<file path="config.mk">
export PLATFORM = sky130hd
export DESIGN_NAME = program_sequencer
export DESIGN_NICKNAME = d
export VERILOG_FILES = /design/src/rtl/program_sequencer.sv
export SDC_FILE = /design/constraint.sdc
export NUM_CORES = 1
export LEC_CHECK = 0
export ABC_CLOCK_PERIOD_IN_PS = 2150
export CAP_MARGIN = 10
export CORE_MARGIN = 2
export CORE_UTILIZATION = 49
export DETAILED_ROUTE_END_ITERATION = 8
export GPL_TIMING_DRIVEN = 0
export PLACE_DENSITY_LB_ADDON = 0.25
export SLEW_MARGIN = 20
export SYNTH_ARGS = -nofsm -noshare
export SYNTH_HDL_FRONTEND = slang
export SYNTH_SLANG_ARGS = --single-unit
</file>
<file path="constraint.sdc">
create_clock -name clk -period 2.15 [get_ports clk]
set_clock_uncertainty 0.2 [all_clocks]
set_input_delay 0.215 -clock clk [delete_from_list [all_inputs] [get_ports clk]]
set_output_delay 0.215 -clock clk [all_outputs]
set_load 0.005 [all_outputs]
</file>
<file path="src/rtl/program_sequencer.sv">
// Program sequencer: holds the fetch address and advances it by increment, skip,
// jump, relative branch, or call/return through an internal return-address stack.
module program_sequencer #(
   parameter int          ADDR_W      = 6,
   parameter int          OFF_W       = 8,
   parameter int          STACK_DEPTH = 4,
   parameter int unsigned RESET_ADDR  = 0
) (
   input  logic                             clk,
   input  logic                             rst,
   input  logic                             pc_enable,
   input  logic [2:0]                       op,
   input  logic                             cond,
   input  logic [OFF_W-1:0]                 offset,
   input  logic [ADDR_W-1:0]                target,
   input  logic                             clear_fault,
   output logic [ADDR_W-1:0]                instruction_addr,
   output logic [$clog2(STACK_DEPTH+1)-1:0] stack_depth,
   output logic                             stack_ovf,
   output logic                             stack_unf
);

   localparam int DEPTH_W = $clog2(STACK_DEPTH + 1);
   localparam int PTR_W   = (STACK_DEPTH > 1) ? $clog2(STACK_DEPTH) : 1;

   typedef enum logic [2:0] {
      OP_NEXT   = 3'b000,
      OP_SKIP   = 3'b001,
      OP_JUMP   = 3'b010,
      OP_BRANCH = 3'b011,
      OP_CALL   = 3'b100,
      OP_RET    = 3'b101
   } seqOp_t;

   logic [ADDR_W-1:0]  r_pc;
   logic [DEPTH_W-1:0] r_depth;
   logic               r_ovf;
   logic               r_unf;
   logic               r_firstCycle;
   logic [ADDR_W-1:0]  r_stack [STACK_DEPTH];

   logic               w_update;
   logic [ADDR_W-1:0]  w_pc1;
   logic [ADDR_W-1:0]  w_offsetSum;
   logic               w_full;
   logic               w_empty;
   logic [PTR_W-1:0]   w_pushIdx;
   logic [PTR_W-1:0]   w_popIdx;
   logic [ADDR_W-1:0]  w_nextPc;
   logic               w_push;
   logic               w_pop;
   logic               w_ovfEvent;
   logic               w_unfEvent;

   assign w_update    = pc_enable | r_firstCycle;
   assign w_pc1       = r_pc + ADDR_W'(1);
   // Adding in the wider offset domain and truncating gives two's-complement wrap for branches.
   assign w_offsetSum = ADDR_W'(OFF_W'(r_pc) + offset);
   assign w_full      = (r_depth == DEPTH_W'(STACK_DEPTH));
   assign w_empty     = (r_depth == '0);
   assign w_pushIdx   = PTR_W'(r_depth);
   assign w_popIdx    = PTR_W'(r_depth - DEPTH_W'(1));

   always_comb begin
      w_nextPc   = w_pc1;
      w_push     = 1'b0;
      w_pop      = 1'b0;
      w_ovfEvent = 1'b0;
      w_unfEvent = 1'b0;
      case (seqOp_t'(op))
         OP_SKIP: begin
            if (offset[ADDR_W-1:0] != '0) w_nextPc = w_offsetSum;
         end
         OP_JUMP: begin
            if (cond) w_nextPc = target;
         end
         OP_BRANCH: begin
            if (cond) w_nextPc = w_offsetSum;
         end
         OP_CALL: begin
            if (cond) begin
               if (w_full) begin
                  w_ovfEvent = 1'b1;
               end else begin
                  w_push   = 1'b1;
                  w_nextPc = target;
               end
            end
         end
         OP_RET: begin
            if (cond) begin
               if (w_empty) begin
                  w_unfEvent = 1'b1;
               end else begin
                  w_pop    = 1'b1;
                  w_nextPc = r_stack[w_popIdx];
               end
            end
         end
         default: w_nextPc = w_pc1;
      endcase
   end

   // Fault clear applies on every edge; a fault raised on the same edge wins.
   always_ff @(posedge clk or posedge rst) begin
      if (rst) begin
         r_pc         <= ADDR_W'(RESET_ADDR);
         r_depth      <= '0;
         r_ovf        <= 1'b0;
         r_unf        <= 1'b0;
         r_firstCycle <= 1'b1;
      end else begin
         r_ovf <= (r_ovf & ~clear_fault) | (w_update & w_ovfEvent);
         r_unf <= (r_unf & ~clear_fault) | (w_update & w_unfEvent);
         if (w_update) begin
            r_pc         <= w_nextPc;
            r_firstCycle <= 1'b0;
            if (w_push) r_depth <= r_depth + DEPTH_W'(1);
            else if (w_pop) r_depth <= r_depth - DEPTH_W'(1);
         end
      end
   end

   always_ff @(posedge clk) begin
      if (w_update && w_push) r_stack[w_pushIdx] <= w_pc1;
   end

   assign instruction_addr = r_pc;
   assign stack_depth      = r_depth;
   assign stack_ovf        = r_ovf;
   assign stack_unf        = r_unf;

endmodule

</file>
# After elaboration in Yosys (flattened, before gate mapping)
# Memories as Yosys holds them, arrays and structs flattened.
# Cells that the tools add are included.
# word_totals
romBits	0
input_bits	22
wordCells	53
output_inout_bits	11
latch_bits	0
n_memories	1
regBits	12
ram_bits	24
# op_classes
n_reduce_logical	5
n_mux	24
bitwise	8
n_eq_ne	6
n_lt_le_gt_ge	0
addsub	4
shift	0
multipliers	0
div_mod_pow	0
# memory_table
memory	words	word_bits	rd	rd_clocked_by_memory_dff	write_ports	line	source
r_stack	4	6	1	0	1	40	logic [ADDR_W-1:0] r_stack [STACK_DEPTH];
# op_table
op	n
6-bit two-way mux	7
6-bit one-hot mux with 5 select lines	1
1-bit two-way mux	14
3-bit == test (second input constant)	3
6-bit by 1-bit adder with 6-bit output (second input constant)	1
6-bit adder	1
3-bit by 2-bit == test with 1-bit output (second input constant)	2
3-bit two-way mux	2
6-bit nonzero test	1
1-bit AND	4
3-bit by 1-bit adder with 3-bit output (second input constant)	1
3-bit by 1-bit == test with 1-bit output (second input constant)	1
3-bit logical NOT	1
1-bit OR	3
3-bit by 1-bit subtractor with 3-bit output (second input constant)	1
2-bit AND reduction	1
2-bit nonzero test	1
1-bit logical AND	1
1-bit NOT	1

# Logic depth before layout (Yosys ltp)
# Gate-level depths: netlist of run 1.
# logic_depth
ltp_word	7
mapped_depth	9
depth_no_buf	9

# Worst setup path after synthesis of run 1
# No wires, ideal clock.
# synth_path
path_kind	register to register
from	reg r_depth[0] (netlist: stack_depth[0])
to	reg r_pc[2] (netlist: instruction_addr[2])
setup_time_ps	126
path_stages_with_launch	9
slack_ps	-267
t_arrival_ps	2091
cell_sequence	dfrtp_1 > buf_6 > inv_1 > ha_1 > clkbuf_1 > mux4_2 > a221oi_2 > o21ai_1 > o32a_1
# synth_via
elab_chain_len	5
elab_cells_between_ends	9
classes_between	add/sub (1); eq/ne (1); mux (5); reduce/logical (1); memory (1)
# synth_rtl
item	line	source
start: declaration	36	logic [DEPTH_W-1:0] r_depth;
start signal: assignment	118	if (w_push) r_depth <= r_depth + DEPTH_W'(1);
start signal: assignment	119	else if (w_pop) r_depth <= r_depth - DEPTH_W'(1);
3-bit by 1-bit subtractor with 3-bit output	n/a	
memory read 4 x 6 bit	n/a	
6-bit two-way mux	92	if (w_empty) begin
6-bit two-way mux	91	if (cond) begin
6-bit one-hot mux with 5 select lines *	70	case (seqOp_t'(op))
end signal: assignment	107	r_pc <= ADDR_W'(RESET_ADDR);
end signal: assignment	116	r_pc <= w_nextPc;
end: declaration	35	logic [ADDR_W-1:0] r_pc;
# Every way passes the cells marked *; elsewhere a longest branch is shown, timed or not.
# A chain may end at the register's enable or synchronous reset.

# Final worst setup path of run 1
# layout_path
from	reg r_pc[3] (netlist: instruction_addr[3])
to	reg r_pc[5] (netlist: instruction_addr[5])
# layout_via
elab_chain_len	4
elab_cells_between_ends	10
classes_between	add/sub (2); mux (8)
# layout_rtl
item	line	source
6-bit by 1-bit adder with 6-bit output	56	assign w_pc1 = r_pc + ADDR_W'(1);
6-bit two-way mux, on equally long branches	92, 82	
6-bit two-way mux, on equally long branches	91, 81	
6-bit one-hot mux with 5 select lines *	70	
# Marks and branches as above.

==> impl_metrics.py, run 1 <==
metrics = {
    "run_status": {
        "outcome": "complete, but fails checks",
        "violations": "setup timing",
    },
    "layout": {
        "fin_nets": 299,
        "fill_cells": 322,
        "diodes": 0,
        "stdcell_area_mm2": 0.00305,
        "area_growth_pct": 36.5,
        "drive_above_1_share": 0.308,
    },
    "clock_tree": {
        "clk_latency_ns": 0.30,
        "cts_tree": "yes",
        "clkSinkCount": 36,
        "clkTransAtPathRegs_ns": 0.08,
        "tritoncts.num_buffers": 5,
        "cts-htree-levels": 2,
        "clockBufferDepth": 2,
        "holdBufCountCts": 0,
        "ctsRootBufferMaster": "clkbuf_8",
    },
    "sta": {
        "drv_slew": 0,
        "tightestPinTransition_ns": 0.646,
        "min_period_over_period": 1.03,
        "setup_viol": 1,
        "fin_ws_ns": -0.0632,
        "max_slew_margin": 0.569,
        "post-route-min-period_ns": 2.21,
        "rsz0062_at_grt": "true",
        "fmax_ghz": 0.452,
        "hold_viol": 0,
    },
    "yosys": {
        "yosys.area_share.simple": 0.126,
        "ys_ff_latch": 36,
        "syn_area_per_cell_um2": 10.8,
        "synthXorXnorAreaFrac": 0.0431,
        "yosysMostFrequentCell": "edfxtp_1",
        "synth_edf_count": 24,
        "yosys_warnings": 0,
        "synthFlopType": "edfxtp_1",
        "ys_top_cells_by_count": "edfxtp_1 (24), a21oi_1 (16), nor2_1 (16)",
        "synth.cell_area_mm2": 0.00223,
        "yosysTopAreaCell": "edfxtp_1",
        "synth_fa_ha_area_frac": 0.0706,
        "synthCells": 206,
        "synth_mux_area_frac": 0.0790,
        "ys_seq_area_frac": 0.458,
        "synth_nets": 240,
        "yosys-top-cells-area": "edfxtp_1 (32%), dfrtp_1 (12%), ha_1 (6.2%), a21oi_1 (3.6%), mux4_1 (3.5%)",
        "synth_cell_types": 51,
        "synth_top_family_by_area": "compound AO/OA/AOI/OAI gates",
        "ys_async_sr_fraction": 0.333,
        "yosysTopAreaCellShare": 0.323,
        "synth_compound_area_frac": 0.180,
    },
    "critical_path": {
        "rr_worst_depth": 7,
        "cp.depth": 7,
        "crit_path_end_kind": "flip-flop",
        "critPathMaxFanout": 3,
        "cp.arrival_ns": 2.24,
        "crit_path_top_delay_cell": "dfrtp_2",
        "slowest_delay_ns": 0.43,
        "worst-path-buf-inv": 0,
        "start_kind": "flip-flop",
        "critPathKind": "reg -> reg",
        "cp_top_family": "compound AO/OA/AOI/OAI gates",
        "worstPathRequired_ns": 2.18,
        "worstPathCellList": "ha_4, and2_4, a221o_1, or3_4, a21boi_2, o22ai_2, a21oi_1",
    },
    "job": {
        "drv_cap": 0,
    },
    "power_and_ir_drop": {
        "power.leakage_nw": 1.19,
        "internal_power_w": 0.00239,
        "p_sw_frac": 0.353,
        "power_w": 0.00369,
        "power_frac_clock": 0.161,
        "peakVddDrop_mv": 0.582,
        "power_frac_seq": 0.286,
        "p_per_area_mw_per_mm2": 1210,
        "p_sw_w": 0.00130,
        "pwr-share-comb": 0.554,
    },
    "detailed_routing": {
        "met1_length_mm": 2.38,
        "wl_per_cell_um": 18.5,
        "top_layer_used": "met4",
        "wl_met3_um": 529,
        "via_per_inst": 6.14,
        "dr_wl_met2_mm": 2.79,
        "drt-pass1-iter-count": 5,
        "drt.antenna.violating_nets": 0,
        "routed_wl_mm": 5.89,
        "drt_iter0_markers": 303,
        "drc": 0,
        "vias": 1954,
    },
    "placed_design": {
        "place_ws_ns": -0.408,
        "hpwlAfterDp_mm": 3.90,
        "port_buffers": 28,
        "place_area_mm2": 0.00264,
        "place.gp.congestion": 0.894,
    },
    "floorplan": {
        "start_util": 0.509,
        "rows": 24,
        "core_mm2": 0.00438,
        "ios": 33,
        "fp.dieArea_mm2": 0.00511,
        "die_h_um": 71.5,
        "die_x_um": 71.5,
    },
    "global_route": {
        "grt_pass1_wl_mm": 9.08,
        "grt.total_usage": 0.237,
        "grt_max_degree": 13,
        "grt_antenna_before_repair": 0,
        "grt_pass1_vias": 1875,
        "overflow": 0,
    },
    "worst_hold_path": {
        "hold_class": "in -> async",
    },
}
==> layer usage <==
layer  global-route usage  vias up
met1                0.294      920
li1                     -      881
met3               0.0717       30
met2                0.383      123
met4                0.107        0
met5                    0        -
==> kinds of logic after synthesis <==
group                      Yosys count
xor gates and xnor gates            11
adders and majority gates           12
other                                1
AOI/OAI and AO/OA                   58
and+or+nand+nor                     57
buffers and inverters               22
muxes                                9
DFF                                 36
==> worst register-to-register path, stage by stage, from the launching register on <==
cell and delay [ns]:
dfrtp_2 0.43, ha_4 0.23, and2_4 0.15, a221o_1 0.32, or3_4 0.41, a21boi_2 0.16
o22ai_2 0.11, a21oi_1 0.12
==> cell type report <==
type	count	area (µm²)	area share
Buffer	6	26.3	0.00862
Clock inverter	3	42.5	0.0140
Timing Repair Buffer	54	499	0.164
Clock buffer	5	68.8	0.0226
Multi-Input combinational cell	148	1260	0.414
Sequential cell	36	1030	0.337
Tap cell	52	65.1	0.0213
Inverter	14	55.1	0.0181
==> per-stage QoR <==
step                hold slack, ns  instances  utilization  TNS [ns]
floorplan                   -0.121        206            -   -0.0739
global placement             0.322        286        0.601     -7.21
detailed placement           0.327        286        0.601     -7.25
CTS                         0.0605        300        0.651   -0.0843
global route                0.0881        318        0.695    -0.218
finish                      0.0480        318        0.695   -0.0632
==> power groups by stage <==
| stage | Combinational [W] | Sequential, W | Clock (W) |
|---|---|---|---|
| final | 0.00204 | 0.00106 | 0.000593 |
| after global routing | 0.00219 | 0.00107 | 0.000639 |
| after CTS | 0.00161 | 0.00104 | 0.000610 |
| after detailed placement | 0.00143 | 0.00108 | 0 |
| after global placement | 0.00139 | 0.00108 | 0 |
| after floorplan | 0.000971 | 0.00105 | 0 |
==> layout by cell type, fill, tap and decap left out, types with 4 or more instances in the layout <==
cell type	n
a21oi_1	13
buf_4	23
clkbuf_8	5
clkdlybuf4s50_1	25
dfrtp_1	6
dfrtp_2	5
edfxtp_1	24
ha_1	7
ha_4	4
inv_1	11
mux4_2	4
nand2_1	12
nand2b_1	4
nand3_1	6
nor2_1	15
nor2b_1	4
o21ai_0	8
xnor2_1	6
==> final timing paths <==
kind                                startpoint                  end  slack (ns)
max reg2reg                instruction_addr[3]  instruction_addr[5]       -0.06
max                        instruction_addr[3]  instruction_addr[5]       -0.06
min                                        rst  instruction_addr[4]        0.05
min in group clk                         op[2]            stack_ovf        0.14
min reg2reg                          stack_unf            stack_unf        0.34
max in group asynchronous                  rst  instruction_addr[1]        1.33
==> registers in the layout (all words and copies together) (netlist names) <==
name and count:
r_stack 24, instruction_addr 6, stack_depth 3, r_firstCycle 1, stack_ovf 1, stack_unf 1
==> what timing repair did <==
| item | 4_1_cts | 5_1_grt |
|---|---|---|
| endpoints found under the setup margin | 32 | 13 |
| gates cloned | 0 | 0 |
| pin swaps | 4 | 18 |
| gates resized for setup | 19 | 19 |
| setup buffers | 7 | 19 |
(Power assumes the default switching activity.)
==> inputs of run 2 (changes only) <==
--- a/config.mk
+++ b/config.mk
@@ -10,7 +10,6 @@
 export CORE_MARGIN = 2
 export CORE_UTILIZATION = 49
 export DETAILED_ROUTE_END_ITERATION = 8
-export GPL_TIMING_DRIVEN = 0
 export PLACE_DENSITY_LB_ADDON = 0.25
 export SLEW_MARGIN = 20
 export SYNTH_ARGS = -nofsm -noshare
==> run 2 against run 1 <==
The flow still finishes with violations (setup timing). Count of clock-buffer cells in the layout unchanged. First-iteration DRC count decreased by 51%. Power decreased by 8.0%. Critical path depth unchanged. Combinational power decreased by 8%. Register-to-register slack improved by 0.05 ns. Final area increased by 4.1%. Sequential power decreased by 4%. Utilization increased by 2.9 points. Largest power group unchanged.
==> impl_metrics.py, run 2 (same netlist as run 1, synthesis figures left out) <==
metrics = {
    "job": {
        "drv_cap": 0,
    },
    "global_route": {
        "overflow": 0,
        "grt_use_met3": 0.0492,
        "grt_pass1_wl_mm": 9.20,
        "grtUsageMet2": 0.385,
        "grt_pass1_vias": 1876,
        "grt_antenna_before_repair": 0,
        "gr-max-usage-layer": "met2",
        "grt_max_degree": 14,
        "met1_usage": 0.323,
        "grt.total_usage": 0.239,
    },
    "critical_path": {
        "crit_path_end_kind": "flip-flop",
        "critPathMaxFanout": 3,
        "critPathKind": "reg -> reg",
        "start_kind": "flip-flop",
        "cp.arrival_ns": 2.19,
        "worstPathRequired_ns": 2.17,
    },
    "power_and_ir_drop": {
        "peakVddDrop_mv": 0.688,
        "power.leakage_nw": 1.30,
        "p_per_area_mw_per_mm2": 1070,
    },
    "run_status": {
        "violations": "setup timing",
        "outcome": "complete, but fails checks",
    },
    "floorplan": {
        "die_x_um": 71.5,
        "rows": 24,
        "ios": 33,
        "die_h_um": 71.5,
        "fp.dieArea_mm2": 0.00511,
        "start_util": 0.509,
        "core_mm2": 0.00438,
    },
    "layout": {
        "fin_nets": 322,
        "largest-register": "r_stack",
        "multiInputGateArea_mm2": 0.00120,
        "fill_cells": 322,
        "final_common_cell": "buf_4",
        "drive_above_1_share": 0.311,
        "final_core_util": 0.724,
        "final_cell_mix": "buf_4 (50), clkdlybuf4s50_1 (27), edfxtp_1 (24)",
        "seqCellArea_mm2": 0.00102,
        "largest_register_ffs": 24,
        "diodes": 0,
        "area_growth_pct": 42.1,
    },
    "sta": {
        "max_slew_margin": 0.651,
        "fmax_ghz": 0.462,
        "post-route-min-period_ns": 2.16,
        "setup_viol": 1,
        "min_period_over_period": 1.01,
        "fin_ws_ns": -0.0138,
        "drv_slew": 0,
        "tightestPinTransition_ns": 0.519,
        "rsz0062_at_grt": "true",
        "hold_viol": 0,
    },
    "clock_tree": {
        "tritoncts.num_buffers": 5,
        "clk_latency_ns": 0.30,
        "cts_tree": "yes",
        "ctsRootBufferMaster": "clkbuf_8",
        "holdBufCountCts": 0,
        "clockBufferDepth": 2,
        "cts-htree-levels": 2,
        "clkSinkCount": 36,
        "clkTransAtPathRegs_ns": 0.07,
    },
    "detailed_routing": {
        "drt.antenna.violating_nets": 0,
        "via_per_inst": 5.70,
        "wl_per_cell_um": 17.4,
        "drc": 0,
        "routed_wl_mm": 5.94,
        "drt_iter0_markers": 148,
        "drt-pass1-iter-count": 6,
        "vias": 1945,
    },
    "placed_design": {
        "place_ws_ns": -0.371,
        "hpwlAfterDp_mm": 4.50,
        "place.gp.congestion": 0.884,
        "port_buffers": 30,
    },
    "worst_hold_path": {
        "hold_class": "in -> async",
    },
}
run 2: cell count changes in the layout (fill, tap and decap cells not counted), sizes merged:
cell / before / now
clkbuf: 7 / 5
clkdlybuf4s50: 25 / 27
buf: 30 / 53
bufinv: 1 / 0
inv: 14 / 15
run 2: worst max-delay path: stages (launching register included):
cell and delay (ns):
dfrtp_1 0.43, ha_4 0.24, and2_4 0.13, a221o_1 0.32
or3_4 0.40, a21oi_1 0.16, o22ai_1 0.08, a21oi_1 0.13
run 2: path summary, 6_finish.rpt:
kind,startpoint,endpoint,slack [ns],cells past startpoint
worst max-delay path,instruction_addr[4],instruction_addr[5],-0.01,7
worst min-delay path,rst,stack_ovf,0.05,2
worst max register to register,instruction_addr[4],instruction_addr[5],-0.01,7
worst min register to register,stack_ovf,stack_ovf,0.34,2
max in group asynchronous,rst,stack_depth[0],1.33,2
min in group clk,offset[0],instruction_addr[0],0.29,4
run 2: through the flow:
stage                     instance area (µm²)  setup TNS [ns]  hold WS [ns]  power [W]  std cells
after floorplan                          2290         -0.0739        -0.121    0.00202        206
after global placement                   3000           -1.18         0.315    0.00272        328
after detailed placement                 3000           -1.59         0.326    0.00277        328
after CTS                                3090               0        0.0626    0.00327        336
after global routing                     3170          -0.104        0.0917    0.00359        341
final                                    3170         -0.0138        0.0494    0.00340        341
run 2: cell type report:
cell class                 instances  area share
multi-input combinational        148       0.380
sequential                        36       0.322
timing repair buffer              83       0.232
clock buffer                       5      0.0217
tap                               52      0.0205
inverter                          14      0.0173
clock inverter                     3     0.00670
run 2: where the power goes:
group	internal (W)	switching [W]
Sequential	0.000915	0.000106
Clock	0.000230	0.000263
Combinational	0.00103	0.000858
Total	0.00217	0.00123
run 2: layer usage:
| layer | vias to the layer above | wire length, µm |
|---|---|---|
| met3 | 13 | 331 |
| met4 | 0 | 94 |
| met1 | 943 | 2600 |
| met2 | 59 | 2910 |
| li1 | 930 | - |
| met5 | - | 0 |
run 2: what timing repair did:
item / CTS / global route
pin swaps: 1 / 13
gates resized for setup: 3 / 13
gates cloned: 0 / 0
setup endpoints to repair: 2 / 7
buffers inserted: 0 / 5
==> inputs of run 3 (changes only) <==
--- a/config.mk
+++ b/config.mk
@@ -10,6 +10,7 @@
 export CORE_MARGIN = 2
 export CORE_UTILIZATION = 49
 export DETAILED_ROUTE_END_ITERATION = 8
+export GPL_TIMING_DRIVEN = 0
 export PLACE_DENSITY_LB_ADDON = 0.25
 export SLEW_MARGIN = 20
 export SYNTH_ARGS = -nofsm -noshare
==> results of run 3 <==
Same layout as run 1: the final DEF is identical, and so are final timing and power.
